`config.mk`:
```
export PLATFORM = sky130hd
export DESIGN_NAME = instruction_loader
export DESIGN_NICKNAME = d
export VERILOG_FILES = /design/src/rtl/instruction_loader_pkg.sv /design/src/rtl/instruction_loader_byte_packer.sv /design/src/rtl/instruction_loader.sv
export SDC_FILE = /design/constraint.sdc
export NUM_CORES = 1
export LEC_CHECK = 0
export ABC_AREA = 1
export BUFFER_PORTS_ARGS = -buffer_cell sky130_fd_sc_hd__buf_2
export CAP_MARGIN = 10
export CORE_MARGIN = 2
export CORE_UTILIZATION = 55
export CTS_CLUSTER_SIZE = 24
export DETAILED_ROUTE_END_ITERATION = 7
export GPL_ROUTABILITY_DRIVEN = 1
export PLACE_DENSITY = 0.84
export SETUP_SLACK_MARGIN = 0.02
export SYNTH_ARGS = -nofsm -noshare
export SYNTH_HDL_FRONTEND = slang
export SYNTH_SLANG_ARGS = --single-unit
```
`constraint.sdc`:
```
create_clock -name clk -period 2.41 [get_ports clk]
set_clock_uncertainty 0.15 [all_clocks]
set_input_delay 0.723 -clock clk [delete_from_list [all_inputs] [get_ports clk]]
set_output_delay 0.723 -clock clk [all_outputs]
set_load 0.005 [all_outputs]
```
`src/rtl/instruction_loader_pkg.sv`:
```
// Shared types and constants for the instruction-memory loader.
package instruction_loader_pkg;

  typedef enum logic [2:0] {
    ST_IDLE,
    ST_RECV,
    ST_WRITE,
    ST_DONE,
    ST_ERR
  } state_t;

  localparam int unsigned BYTES_PER_WORD = 4;
  localparam int unsigned ADDR_STRIDE    = 4;
  localparam int unsigned IMEM_WORDS     = 64;
  localparam int unsigned BYTE_IDX_W     = 2;

endpackage

```
`src/rtl/instruction_loader_byte_packer.sv`:
```
// Big-endian byte-to-word shift register: the first byte of a word ends up in [31:24].
module instruction_loader_byte_packer
  import instruction_loader_pkg::*;
(
  input  logic        clk,
  input  logic        rst_n,
  input  logic        i_clear,
  input  logic        i_shift_en,
  input  logic [7:0]  i_byte,
  output logic [31:0] o_word,
  output logic        o_word_full_c
);

  logic [31:0]           r_word;
  logic [BYTE_IDX_W-1:0] r_idx;

  always_ff @(posedge clk or negedge rst_n) begin
    if (!rst_n) begin
      r_word <= '0;
      r_idx  <= '0;
    end else if (i_clear) begin
      r_word <= '0;
      r_idx  <= '0;
    end else if (i_shift_en) begin
      r_word <= {r_word[23:0], i_byte};
      r_idx  <= r_idx + BYTE_IDX_W'(1);
    end
  end

  assign o_word = r_word;
  // High while the byte being shifted in completes the word.
  assign o_word_full_c = i_shift_en && (r_idx == BYTE_IDX_W'(BYTES_PER_WORD - 1));

endmodule

```
`src/rtl/instruction_loader.sv`:
```
// Loads a byte stream into instruction memory as big-endian words while holding the CPU.
module instruction_loader
  import instruction_loader_pkg::*;
#(
  parameter int unsigned       ADDR_W        = 32,
  parameter logic [ADDR_W-1:0] BASE_ADDR     = '0,
  parameter int unsigned       MEM_WORDS     = IMEM_WORDS,
  parameter int unsigned       CNT_W         = 7,
  parameter int unsigned       TIMEOUT_CYC   = 1024,
  parameter bit                HOLD_AT_RESET = 1'b1
) (
  input  logic              clk,
  input  logic              rst_n,
  input  logic              i_load_start,
  input  logic [CNT_W-1:0]  i_word_count,
  input  logic [7:0]        i_in_data,
  input  logic              i_in_valid,
  output logic              o_in_ready,
  output logic              o_wr_en,
  output logic [ADDR_W-1:0] o_wr_addr,
  output logic [31:0]       o_wr_data,
  output logic              o_cpu_hold,
  output logic              o_busy,
  output logic              o_done,
  output logic              o_err,
  output logic [31:0]       o_checksum,
  output logic [CNT_W-1:0]  o_words_written
);

  localparam int unsigned TMO_W = $clog2(TIMEOUT_CYC + 1);

  state_t             r_state;
  logic               r_in_ready;
  logic               r_wr_en;
  logic [ADDR_W-1:0]  r_ptr;
  logic               r_hold;
  logic               r_busy;
  logic               r_done;
  logic               r_err;
  logic [31:0]        r_csum;
  logic [CNT_W-1:0]   r_wcnt;
  logic [CNT_W-1:0]   r_target;
  logic [TMO_W-1:0]   r_tmo;

  logic               w_xfer;
  logic               w_start_ok;
  logic               w_clear;
  logic               w_word_full;
  logic [31:0]        w_word;

  assign w_xfer     = i_in_valid && r_in_ready;
  assign w_start_ok = i_load_start && ((r_state == ST_IDLE) || (r_state == ST_ERR));
  // Drop any partial word when a load begins and re-arm the packer after each write.
  assign w_clear    = w_start_ok || (r_state == ST_WRITE);

  instruction_loader_byte_packer u_packer (
    .clk           (clk),
    .rst_n         (rst_n),
    .i_clear       (w_clear),
    .i_shift_en    (w_xfer),
    .i_byte        (i_in_data),
    .o_word        (w_word),
    .o_word_full_c (w_word_full)
  );

  always_ff @(posedge clk or negedge rst_n) begin
    if (!rst_n) begin
      r_state    <= ST_IDLE;
      r_in_ready <= 1'b0;
      r_wr_en    <= 1'b0;
      r_ptr      <= BASE_ADDR;
      r_hold     <= HOLD_AT_RESET;
      r_busy     <= 1'b0;
      r_done     <= 1'b0;
      r_err      <= 1'b0;
      r_csum     <= '0;
      r_wcnt     <= '0;
      r_target   <= '0;
      r_tmo      <= '0;
    end else begin
      r_done  <= 1'b0;
      r_wr_en <= 1'b0;
      case (r_state)
        ST_IDLE, ST_ERR: begin
          if (i_load_start) begin
            r_csum   <= '0;
            r_wcnt   <= '0;
            r_err    <= 1'b0;
            r_tmo    <= '0;
            r_ptr    <= BASE_ADDR;
            r_target <= i_word_count;
            if (i_word_count == '0) begin
              r_state <= ST_DONE;
              r_done  <= 1'b1;
              r_hold  <= 1'b0;
            end else if (i_word_count > CNT_W'(MEM_WORDS)) begin
              r_state <= ST_ERR;
              r_err   <= 1'b1;
              r_hold  <= 1'b1;
            end else begin
              r_state    <= ST_RECV;
              r_in_ready <= 1'b1;
              r_busy     <= 1'b1;
              r_hold     <= 1'b1;
            end
          end
        end
        ST_RECV: begin
          if (w_xfer) begin
            r_tmo <= '0;
            if (w_word_full) begin
              r_state    <= ST_WRITE;
              r_in_ready <= 1'b0;
              r_wr_en    <= 1'b1;
            end
          end else if (r_tmo == TMO_W'(TIMEOUT_CYC - 1)) begin
            r_state    <= ST_ERR;
            r_err      <= 1'b1;
            r_in_ready <= 1'b0;
            r_busy     <= 1'b0;
          end else begin
            r_tmo <= r_tmo + TMO_W'(1);
          end
        end
        ST_WRITE: begin
          r_csum <= r_csum ^ w_word;
          r_wcnt <= r_wcnt + CNT_W'(1);
          r_ptr  <= r_ptr + ADDR_W'(ADDR_STRIDE);
          if ((r_wcnt + CNT_W'(1)) == r_target) begin
            r_state <= ST_DONE;
            r_done  <= 1'b1;
            r_hold  <= 1'b0;
            r_busy  <= 1'b0;
          end else begin
            r_state    <= ST_RECV;
            r_in_ready <= 1'b1;
          end
        end
        ST_DONE: r_state <= ST_IDLE;
        default: r_state <= ST_IDLE;
      endcase
    end
  end

  // The packer register holds the complete word throughout the write cycle.
  assign o_in_ready      = r_in_ready;
  assign o_wr_en         = r_wr_en;
  assign o_wr_addr       = r_ptr;
  assign o_wr_data       = w_word;
  assign o_cpu_hold      = r_hold;
  assign o_busy          = r_busy;
  assign o_done          = r_done;
  assign o_err           = r_err;
  assign o_checksum      = r_csum;
  assign o_words_written = r_wcnt;

endmodule

```
=== After elaboration in Yosys (flattened, before gate mapping) ===
Index checks and enable logic that the tools add are counted.

* Eq/ne operators: 16
* Muxes and demuxes: 48
* Add/sub/neg operators: 4
* Bitwise logic cells: 1
* Reductions and logical operators: 20
* Order comparisons: 1

{| class="wikitable"
|+ Operators with widths
! cell !! count
|-
| one-hot mux 32 bit (2 select lines) || 2
|-
| two-way mux 32 bit || 3
|-
| two-way mux 11 bit || 3
|-
| adder 32 x 3 -> 32 bit (second input constant) || 1
|-
| bitwise XOR 32 bit || 1
|-
| two-way mux 1 bit || 22
|-
| one-hot mux 11 bit (2 select lines) || 1
|-
| two-way mux 3 bit || 6
|-
| one-hot mux 7 bit (2 select lines) || 1
|-
| AND reduction 7 bit || 2
|-
| inequality test 2 bit (second input constant) || 6
|-
| adder 11 x 1 -> 11 bit (second input constant) || 1
|-
| == test 11 x 10 -> 1 bit (second input constant) || 1
|-
| one-hot mux 3 bit (3 select lines) || 1
|-
| AND reduction 3 bit || 3
|-
| adder 7 x 1 -> 7 bit (second input constant) || 1
|-
| == test 7 bit || 1
|-
| > comparator 7 bit (second input constant) || 1
|-
| zero test 7 bit || 1
|-
| two-way mux 7 bit || 1
|-
| two-way mux 2 bit || 3
|-
| inequality test 3 x 2 -> 1 bit (second input constant) || 2
|-
| one-hot mux 1 bit (2 select lines) || 3
|-
| one-hot mux 1 bit (3 select lines) || 2
|-
| other kinds (15) || 21
|}

* Flip-flop bits (word level): 132
* Bits of input ports: 19

=== Longest topological paths before layout ===
* Depth in word-level cells: 5
* Mapped depth: 14
* Gate-level depth less buffers: 14

=== Cells and area by module ===
Synthesis repeated with hierarchy kept, for this count alone.

* Cell total of the unflattened synthesis: 795
* Area, all modules: 6677.7 um^2

{| class="wikitable"
|+ By module, submodules not included
! module !! sequential area each (um^2) !! times used !! cells an instance !! area an instance (um^2)
|-
| instruction_loader || 2403.6 || 1 || 643 || 5188.7
|-
| instruction_loader_byte_packer || 850.8 || 1 || 152 || 1488.9
|}

=== Worst setup path before layout ===
No wires, ideal clock.

* Path type: in2reg
* Start point: in i_in_valid
* End point: reg r_tmo[7]
* Stages on the path: 9
* Path buffers: 0
* Setup slack: 448 ps
* Data arrival time: 1694 ps
* Library setup time: 118 ps
* Data required time: 2142 ps
* Cells stage by stage: nand2_1 > inv_2 > nor2_4 > inv_1 > nand2_2 > nand2_4 > nand2_2 > xor2_1 > nor2_1

* Word-level cells in the longest chain between the ends: 3

{| class="wikitable"
|+ RTL lines
! what !! line !! RTL
|-
| start: declaration || instruction_loader.sv:17 || <nowiki>input logic i_in_valid,</nowiki>
|-
| logical AND 1 bit (*) || instruction_loader.sv:51 || <nowiki>assign w_xfer = i_in_valid && r_in_ready;</nowiki>
|-
| inequality test 3 x 2 -> 1 bit (no source line) or two-way mux 11 bit (tied branches) || n/a ||
|-
| AND reduction 3 bit (no source line) or one-hot mux 11 bit (2 select lines) (tied branches) || n/a ||
|-
| end signal: assignment || instruction_loader.sv:122 || <nowiki>r_tmo <= r_tmo + TMO_W'(1);</nowiki>
|-
| end: declaration || instruction_loader.sv:43 || <nowiki>logic [TMO_W-1:0] r_tmo;</nowiki>
|}

Mark *: on every way between the ends. The rest lies on a longest branch, timed or not.
A chain may end at the register's enable or synchronous reset.

=== Worst setup path in the final report ===
* Start point: reg r_wcnt[0] (netlist: o_words_written[0])
* End point: reg r_in_ready (netlist: o_in_ready)

* Word-level cells in the longest chain between the ends: 4

{| class="wikitable"
|+ RTL lines
! what !! line !! RTL
|-
| start: declaration || instruction_loader.sv:41 || <nowiki>logic [CNT_W-1:0] r_wcnt;</nowiki>
|-
| start signal: assignment || instruction_loader.sv:127 || <nowiki>r_wcnt <= r_wcnt + CNT_W'(1);</nowiki>
|-
| adder 7 x 1 -> 7 bit || instruction_loader.sv:129 || <nowiki>if ((r_wcnt + CNT_W'(1)) == r_target) begin</nowiki>
|-
| == test 7 bit || instruction_loader.sv:129 ||
|-
| inequality test 2 bit (no source line) || n/a ||
|-
| AND reduction 7 bit (no source line) || n/a ||
|-
| end signal: assignment || instruction_loader.sv:113 || <nowiki>r_in_ready <= 1'b0;</nowiki>
|-
| end signal: assignment || instruction_loader.sv:119 || <nowiki>r_in_ready <= 1'b0;</nowiki>
|-
| end signal: assignment || instruction_loader.sv:136 || <nowiki>r_in_ready <= 1'b1;</nowiki>
|-
| end: declaration || instruction_loader.sv:33 || <nowiki>logic r_in_ready;</nowiki>
|}

Every way passes these cells.

==> impl_metrics.ini <==
[run_status]
status = completed

[synth]
synth_top_area_frac = 0.500
yosysWarnings = 0
syn_area_sq_um = 6460
avgSynthCellArea_sq_um = 8.34
ys_ff_latch = 130
yosysTopAreaCell = dfrtp_1
syn_inst = 774
synth_area_leaders = dfrtp_1 50%, nand2_1 13%, xnor2_1 4.6%, a21oi_1 4.2%, o21ai_0 3.6%
synth_cell_types = 44
ys_seq_area_frac = 0.504

[critical_path]
crit_arrival_ps = 2130
crit_path_max_incr_delay_ps = 430
worst-path-max-fanout = 5
cp-end-kind = flop
slowest_stage = dfrtp_1
cp.required_ps = 2570
reg2reg_slack_ps = 440
start_kind = flop
crit_buf_inv = 0
critPathTopFamily = simple AND/OR/NAND/NOR gates
cp-startpoint = o_words_written[0]
cp_common_cell = nand3_1
path_cells = ha_1 -> nand2_1 -> nor2_1 -> nand3_1 -> nand3_1 -> nand2_1 -> nor2_1 -> nand3_1 -> nand3_1 -> nand2_1
critical_path_class = flop to flop
r2r_start = o_words_written[0]

[worst_hold_path]
min_path_type = input pin to async pin

[routing]
first_pass_iters = 5
vias_per_cell = 5.39
ant_nets = 0
drtIter0Drc = 440
drc = 0
finalWirelength_mm = 15.7
routedWlPerCell_um = 14.8
num_vias = 5707

[layout]
final_common_cell = nand2_1
final.fill_count = 924
antenna_cells = 0
post-route-util = 0.686
final_cell_mix = 223 x nand2_1, 129 x dfrtp_1, 124 x buf_2, 59 x inv_1, 54 x a21oi_1
nets = 925
drive_gt1_frac = 0.226
syn2layout_area_growth_pct = 21.3

[clock_network]
hold_buffers = 0
cts_tree = built
clkSinkCount = 130
cts.reportedPaths.clkPinSlew_ps = 60
clockBufferDepth = 2
cts-resized-gates = 0
clk-insertion-delay-late_ps = 420
cts_root_buffer = clkbuf_16
htreeDepth = 4
cts_setup_buffers = 0
numCtsBuffers = 17

[place]
io_buffers = 125
gp_congestion = 0.948
place_hpwl_mm = 10.5

[sta]
final.period_utilization = 0.819
final.min_clock_period_ps = 1970
timing.fmax_mhz = 507
hold_violations = 0
worst_pin_slew_ps = 706
rsz0062_at_grt = false
drv_slew = 0
fin_setup_tns_ps = 0
max-slew-margin-rel = 0.529
setup_viol = 0

[pwr]
power_density_nw_per_um2 = 927
p_leak_nw = 3.73
peakVddDrop_uv = 886

[grt]
grt_pass1_wl_mm = 26.1
grt_pass1_vias = 5381
grt_util_all_layers = 0.259
grt_overflow = 0
antenna_found_initial = 0
grt_max_degree = 131

[floorplan]
coreArea_sq_um = 11400
die_w_um = 112
num_rows = 39
initial_utilization = 0.565
die_h_um = 112
io_pins = 128
die_area_sq_um = 12600

[run]
drv_cap = 0
==> cells by family after synthesis <==
family,after synthesis,synth area share
and+or+nand+nor,363,0.250
AOI/OAI and AO/OA,138,0.113
DFF,130,0.504
buffers and inverters,93,0.0630
xor gates and xnor gates,42,0.0570
adders and majority gates,4,0.00775
muxes,3,0.00465
other,1,0.000581
==> sequential cells by signal, summed over array words and instances, names as in the netlist <==
| register | cells |
|---|---|
| u_packer.r_idx | 2 |
| u_packer.o_word | 32 |
| o_done | 1 |
| o_busy | 1 |
| o_wr_addr | 30 |
| o_in_ready | 1 |
| o_wr_en | 1 |
| r_state | 3 |
| o_words_written | 7 |
| o_err | 1 |
| r_tmo | 11 |
| o_checksum | 32 |
| o_cpu_hold | 1 |
| r_target | 7 |
==> where the power goes <==
group / internal, W / switching (W) / leakage [nW]
logic: 0.000653 / 0.00114 / 1.66
registers: 0.00248 / 0.000331 / 1.78
clock network: 0.00166 / 0.000991 / 0.289
total: 0.00480 / 0.00246 / 3.73
==> synth_stat cells (all sizes together) <==
| cell | n |
|---|---|
| or2 | 3 |
| a32oi | 1 |
| o32ai | 1 |
| nand2 | 234 |
| nand4 | 7 |
| buf | 18 |
| dfrtp | 129 |
| nand3 | 43 |
| o21ai | 67 |
| o211ai | 2 |
| nor4 | 2 |
| o22ai | 6 |
| o2111ai | 1 |
| clkbuf | 9 |
| a31oi | 4 |
| nor2 | 60 |
| clkinv | 1 |
| a32o | 1 |
| nand3b | 2 |
| dfstp | 1 |
| mux2i | 3 |
| xor2 | 8 |
| ha | 4 |
| a21oi | 54 |
| xnor2 | 34 |
| o31ai | 1 |
| inv | 65 |
| nor3 | 11 |
| and2 | 1 |
| conb | 1 |
==> worst register-to-register path, cell delays in order, from the launching register on <==
cell and delay [ps]:
dfrtp_1 430, ha_1 220, nand2_1 100, nor2_1 160, nand3_1 110, nand3_1 130, nand2_1 60, nor2_1 130
nand3_1 200, nand3_1 120, nand2_1 60
==> stage by stage <==
step                area, sq um  hold slack (ps)  power [W]  setup slack [ps]  instances
detailed placement         7210              336    0.00462               415       1026
global route               7830              314    0.00766               204       1058
finish                     7830              226    0.00726               436       1058
CTS                        7830              297    0.00729               435       1058
floorplan                  6460              277    0.00403               448        775
global placement           7210              320    0.00458               451       1026
==> area by class of cell <==
type                            count  area, sq um  share of cell area
Multi-Input combinational cell    552         2800               0.358
Clock buffer                       18          439              0.0561
Timing Repair Buffer              135          728              0.0930
Inverter                           66          248              0.0316
Sequential cell                   130         3250               0.416
Clock inverter                     14          181              0.0232
Tap cell                          143          179              0.0229
==> final timing paths <==
path                                   to  cells after the start
min reg2reg                   r_target[1]                      2
max                            o_in_ready                     10
max in group asynchronous  o_checksum[10]                      2
min                                o_done                      2
min in group clk              r_target[1]                      2
max reg2reg                    o_in_ready                     10
==> layer usage <==
layer | GRT usage | share of wire | vias to the layer above
met2 | 0.407 | 0.48 | 201
met5 | 0 | 0 | -
met3 | 0.0643 | 0.063 | 25
met4 | 0.102 | 0.021 | 0
li1 | - | - | 2768
met1 | 0.349 | 0.44 | 2713
(Power assumes the default switching activity.)
